`src/rtl/led_pkg.sv`:
```
// Shared types, defaults and the per-channel brightness scaler for the LED strip sequencer.
package led_pkg;

    localparam int unsigned LED_NUM_LEDS_DEF     = 8;
    localparam int unsigned LED_LATCH_CYCLES_DEF = 1440;

    typedef logic [23:0] pixel_t;

    typedef enum logic [2:0] {
        ST_IDLE,
        ST_FETCH,
        ST_CAPTURE,
        ST_SEND,
        ST_LATCH
    } led_state_e;

    function automatic int unsigned led_addr_w(input int unsigned n);
        return (n > 1) ? $clog2(n) : 1;
    endfunction

    // (ch * (b + 1)) >> 8: b = 255 is identity, b = 0 always yields 0.
    function automatic logic [7:0] led_scale_ch(input logic [7:0] ch, input logic [7:0] b);
        logic [15:0] prod;
        prod = 16'(ch) * (16'(b) + 16'd1);
        return prod[15:8];
    endfunction

    function automatic pixel_t led_scale_px(input pixel_t px, input logic [7:0] b);
        return {led_scale_ch(px[23:16], b), led_scale_ch(px[15:8], b), led_scale_ch(px[7:0], b)};
    endfunction

endpackage

```
`src/rtl/led_latch_timer.sv`:
```
// Counts cycles spent in the latch gap; expired marks the last cycle of the gap.
module led_latch_timer
#(
    parameter int unsigned LATCH_CYCLES = 1440
) (
    input  logic clk,
    input  logic rst,
    input  logic clear,
    output logic expired
);

    localparam int unsigned    CW = (LATCH_CYCLES > 1) ? $clog2(LATCH_CYCLES) : 1;
    localparam logic [CW-1:0]  TC = CW'(LATCH_CYCLES - 1);

    logic [CW-1:0] cnt_q, cnt_d;

    // Saturates at the terminal count so a late exit can never wrap the gap.
    always_comb begin
        cnt_d = cnt_q;
        if (clear) begin
            cnt_d = '0;
        end else if (cnt_q != TC) begin
            cnt_d = cnt_q + CW'(1);
        end
    end

    always_ff @(posedge clk or negedge rst) begin
        if (!rst) begin
            cnt_q <= '0;
        end else begin
            cnt_q <= cnt_d;
        end
    end

    assign expired = (cnt_q == TC);

endmodule

```
`src/rtl/led_strip_sequencer.sv`:
```
// Walks pixel memory once per frame, scales each pixel by a per-frame brightness and
// hands it to the strip driver, then holds a latch gap before the next frame.
module led_strip_sequencer
    import led_pkg::*;
#(
    parameter int unsigned NUM_LEDS     = LED_NUM_LEDS_DEF,
    parameter int unsigned LATCH_CYCLES = LED_LATCH_CYCLES_DEF
) (
    input  logic                            clk,
    input  logic                            rst,
    input  logic                            start,
    input  logic                            auto_run,
    input  logic [7:0]                      bright,
    output logic [led_addr_w(NUM_LEDS)-1:0] pix_addr,
    input  pixel_t                          pix_data,
    output pixel_t                          rgb,
    output logic                            load,
    input  logic                            drv_done,
    output logic                            busy,
    output logic                            frame_done
);

    localparam int unsigned   AW   = led_addr_w(NUM_LEDS);
    localparam logic [AW-1:0] LAST = AW'(NUM_LEDS - 1);

    led_state_e    state_q, state_d;
    logic [AW-1:0] addr_q, addr_d;
    logic [7:0]    bright_q, bright_d;
    pixel_t        rgb_q, rgb_d;
    logic          pend_q, pend_d;
    logic          begin_frame;
    logic          latch_clear;
    logic          latch_expired;

    led_latch_timer #(
        .LATCH_CYCLES(LATCH_CYCLES)
    ) u_latch_timer (
        .clk     (clk),
        .rst     (rst),
        .clear   (latch_clear),
        .expired (latch_expired)
    );

    always_ff @(posedge clk or negedge rst) begin
        if (!rst) begin
            state_q <= ST_IDLE;
        end else begin
            state_q <= state_d;
        end
    end

    always_comb begin
        state_d     = state_q;
        begin_frame = 1'b0;
        unique case (state_q)
            ST_IDLE: begin
                if (start || auto_run) begin
                    state_d     = ST_FETCH;
                    begin_frame = 1'b1;
                end
            end
            ST_FETCH:   state_d = ST_CAPTURE;
            ST_CAPTURE: state_d = ST_SEND;
            ST_SEND: begin
                if (drv_done) begin
                    state_d = (addr_q == LAST) ? ST_LATCH : ST_FETCH;
                end
            end
            // A start landing in the final gap cycle begins the next frame directly.
            ST_LATCH: begin
                if (latch_expired) begin
                    if (auto_run || pend_q || start) begin
                        state_d     = ST_FETCH;
                        begin_frame = 1'b1;
                    end else begin
                        state_d = ST_IDLE;
                    end
                end
            end
            default: state_d = ST_IDLE;
        endcase
    end

    always_comb begin
        load        = (state_q == ST_SEND);
        busy        = (state_q != ST_IDLE);
        frame_done  = (state_q == ST_LATCH) && latch_expired;
        latch_clear = (state_q != ST_LATCH);
    end

    always_comb begin
        addr_d   = addr_q;
        bright_d = bright_q;
        rgb_d    = rgb_q;
        pend_d   = pend_q;
        if (begin_frame) begin
            addr_d   = '0;
            bright_d = bright;
            pend_d   = 1'b0;
        end else begin
            if (start && busy) begin
                pend_d = 1'b1;
            end
            if ((state_q == ST_SEND) && drv_done && (addr_q != LAST)) begin
                addr_d = addr_q + AW'(1);
            end
        end
        if (state_q == ST_CAPTURE) begin
            rgb_d = led_scale_px(pix_data, bright_q);
        end
    end

    always_ff @(posedge clk or negedge rst) begin
        if (!rst) begin
            addr_q   <= '0;
            bright_q <= '0;
            rgb_q    <= '0;
            pend_q   <= 1'b0;
        end else begin
            addr_q   <= addr_d;
            bright_q <= bright_d;
            rgb_q    <= rgb_d;
            pend_q   <= pend_d;
        end
    end

    assign pix_addr = addr_q;
    assign rgb      = rgb_q;

endmodule

```
`config.mk`:
```
export PLATFORM = sky130hd
export DESIGN_NAME = led_strip_sequencer
export DESIGN_NICKNAME = d
export VERILOG_FILES = /design/src/rtl/led_pkg.sv /design/src/rtl/led_latch_timer.sv /design/src/rtl/led_strip_sequencer.sv
export SDC_FILE = /design/constraint.sdc
export NUM_CORES = 1
export LEC_CHECK = 0
export ABC_AREA = 1
export BUFFER_PORTS_ARGS = -buffer_cell sky130_fd_sc_hd__buf_2
export CORE_MARGIN = 3
export CORE_UTILIZATION = 63
export CTS_CLUSTER_SIZE = 8
export DETAILED_ROUTE_END_ITERATION = 10
export MAX_ROUTING_LAYER = met4
export PLACE_DENSITY = 0.82
export SYNTH_ARGS = -nofsm -noshare
export SYNTH_HDL_FRONTEND = slang
export SYNTH_SLANG_ARGS = --single-unit
```
`constraint.sdc`:
```
create_clock -name clk -period 5.3 [get_ports clk]
set_input_delay 0.265 -clock clk [delete_from_list [all_inputs] [get_ports clk]]
set_output_delay 0.265 -clock clk [all_outputs]
set_load 0.01 [all_outputs]
```
==> flow_metrics.py <==
metrics = {
    "clocking": {
        "cts_tree": "done",
        "path_clk_slew_ns": 0.08,
        "ctsResizeCount": 0,
        "h-tree-depth": 2,
        "clockBufferDepth": 2,
        "clock_sinks": 50,
        "hold_buffers": 0,
        "clockRootBuffer": "clkbuf_16",
        "cts_setup_buffers": 0,
        "worstSkewPairLatency_ns": 0.31,
        "cts_buffers": 5,
    },
    "finish": {
        "design_area_sq_mm": 0.00980,
        "postLayoutCoreUtil": 0.698,
        "seq_area_sq_mm": 0.00125,
        "multi_input_area_sq_mm": 0.00669,
        "final_nets": 1589,
        "area_delta_synth_final_pct": 7.30,
        "diodes": 0,
        "num-fill-cells": 1172,
        "drive_gt1_frac": 0.0840,
    },
    "synthesis": {
        "synth.avg_cell_area_sq_um": 7.20,
        "yosys-top-cells-area": "fa_1 26%, dfrtp_1 14%, ha_1 14%",
        "synth_warnings": 0,
        "syn_nets": 1525,
        "ys_ff_latch": 50,
        "synthTopCellsByCount": "316 x nand2_1, 279 x inv_1, 189 x nor2_1",
        "synth_seq_area_share": 0.137,
        "synthesis.area_sq_mm": 0.00913,
        "yosys.cell_types.count": 37,
        "synthFlopType": "dfrtp_1",
        "synth_top_area_share": 0.263,
        "synth_top_cell_by_area": "fa_1",
        "synth_most_common_cell": "nand2_1",
        "synth_edf_count": 0,
        "netlist_instances": 1268,
        "async_reset_ff_frac": 1.00,
    },
    "timing": {
        "period_share": 0.942,
        "rsz0062_at_grt": "no",
        "skew_ns": 0.00950,
        "fmax_ghz": 0.200,
        "tns_ns": 0,
        "setup_viol": 0,
        "hold_viol": 0,
        "maxSlewViolCount": 0,
        "worstMarginPinSlew_ns": 1.12,
        "layout_min_cycle_time_ns": 4.99,
        "hold_slack_ns": 0.0703,
        "slew_headroom": 0.249,
    },
    "route": {
        "firstDrtPassIters": 5,
        "wl_met1_microns": 8640,
        "wl_per_cell_microns": 13.6,
        "remaining_drc_errors": 0,
        "num_vias": 8133,
        "viasPerCell": 5.38,
        "wl_met3_microns": 1490,
        "postRouteWirelength_microns": 20600,
        "postRouteAntennaNets": 0,
        "top_layer": "met4",
        "drt-initial-drc-count": 535,
        "wl_met2_microns": 9970,
    },
    "worst_setup_path": {
        "cp_slowest_cell": "fa_1",
        "cp-start-kind": "flip-flop",
        "worst-path-buf-inv": 5,
        "crit_path_end_kind": "flip-flop",
        "cp_top_family": "adder cells",
        "worstPathArrival_ns": 5.19,
        "max_stage_delay_ns": 0.56,
        "crit_path_cell_trace": "ha_1 -> nand2_2 -> nor2_4 -> inv_2 -> nor2_1 -> or2_1 -> inv_1 -> nand2_1 -> fa_1 -> fa_1 -> inv_1 -> fa_1 -> inv_1 -> fa_1 -> inv_1 -> ha_1 -> a21oi_1 -> o21ai_0 -> a21oi_1 -> nand3_1 -> nand3_1 -> nand2_1",
        "crit_type": "flip-flop to flip-flop",
        "required_ns": 5.50,
        "path_max_fanout": 8,
    },
    "global_route": {
        "grt-ovfl-total": 0,
        "antenna_found_initial": 0,
        "grt_start_max_net_pins": 51,
        "grt_pass1_vias": 7973,
        "track_usage": 0.276,
        "grt_pass1_wl_microns": 35500,
    },
    "worst_hold_path": {
        "hp-class": "input port to asynchronous set/reset pin",
    },
    "placed_design": {
        "hpwl_microns": 16700,
        "io_buffers": 66,
        "dpl_cell_area_sq_mm": 0.00964,
        "gp_congestion": 0.944,
    },
    "status": {
        "status": "completed",
    },
    "floorplan": {
        "die_h_microns": 126,
        "dieArea_sq_mm": 0.0160,
        "start_util": 0.650,
        "die_width_microns": 126,
        "ios": 67,
        "rows": 43,
        "fp.coreArea_sq_mm": 0.0140,
    },
    "flow_run": {
        "drv_cap": 0,
    },
}
cells by family after synthesis:
| family | Yosys count | share of synthesized area |
|---|---|---|
| xor+xnor | 7 | 0.00877 |
| simple gates | 596 | 0.270 |
| fa+ha+maj | 220 | 0.400 |
| buf+inv | 302 | 0.130 |
| compound gates | 93 | 0.0541 |
| flops | 50 | 0.137 |
stage by stage:
step	instances	setup WS [ns]
global route	1513	0.0191
detailed placement	1505	0.337
global placement	1505	0.468
floorplan	1268	0.635
CTS	1513	0.316
finish	1513	0.308
layer usage:
layer  track usage  vias to the layer above
li1              -                     3935
met1         0.354                     3859
met2         0.456                      305
met3        0.0421                       34
met4        0.0801                        0
met5             -                        -
final cells by class:
type                            count  share of cell area
Multi-Input combinational cell    916               0.683
Sequential cell                    50               0.128
Inverter                          282               0.108
Timing Repair Buffer               77              0.0421
Tap cell                          180              0.0230
Clock buffer                        5              0.0128
Clock inverter                      3             0.00294
flip-flops by register name (all words and copies together), names as in the netlist:
name	flops
bright_q	8
pend_q	1
rgb	24
u_latch_timer.cnt_q	11
state_q	3
pix_addr	3
placed cells by master, fill, tap and decap left out:
| cell type | count |
|---|---|
| nor3_1 | 3 |
| a31oi_1 | 1 |
| xnor2_1 | 3 |
| a21oi_1 | 46 |
| o21bai_1 | 1 |
| nor2_8 | 1 |
| nand3_1 | 54 |
| nand4_1 | 2 |
| inv_1 | 279 |
| o31ai_1 | 1 |
| inv_4 | 1 |
| clkinv_4 | 2 |
| nand2_1 | 316 |
| nor2_2 | 5 |
| a22o_1 | 1 |
| nor4_1 | 6 |
| inv_2 | 2 |
| or2_1 | 1 |
| o21ai_1 | 2 |
| buf_2 | 66 |
| nand2_2 | 3 |
| or2_2 | 2 |
| buf_4 | 11 |
| fa_1 | 120 |
| clkbuf_16 | 5 |
| nor2_4 | 11 |
| ha_1 | 100 |
| o21a_1 | 3 |
| dfrtp_1 | 50 |
| inv_8 | 1 |
| nand3b_1 | 3 |
| o21ai_2 | 1 |
| nor2_1 | 189 |
| o21ai_0 | 34 |
| a21o_1 | 3 |
| xor2_4 | 1 |
| xor2_1 | 3 |
final timing paths:
check	cells after the start	slack [ns]	endpoint	from
setup / recovery	22	0.31	rgb[22]	bright_q[0]
hold / removal	2	0.07	rgb[16]	rst
setup reg to reg	22	0.31	rgb[22]	bright_q[0]
hold reg to reg	2	0.48	rgb[16]	rgb[16]
max in group asynchronous	2	4.78	pix_addr[0]	rst
min in group clk	3	0.17	bright_q[5]	bright[5]
Power is not shown: default switching activity piles up to over one toggle a cycle in this logic, so the estimate is an artifact.
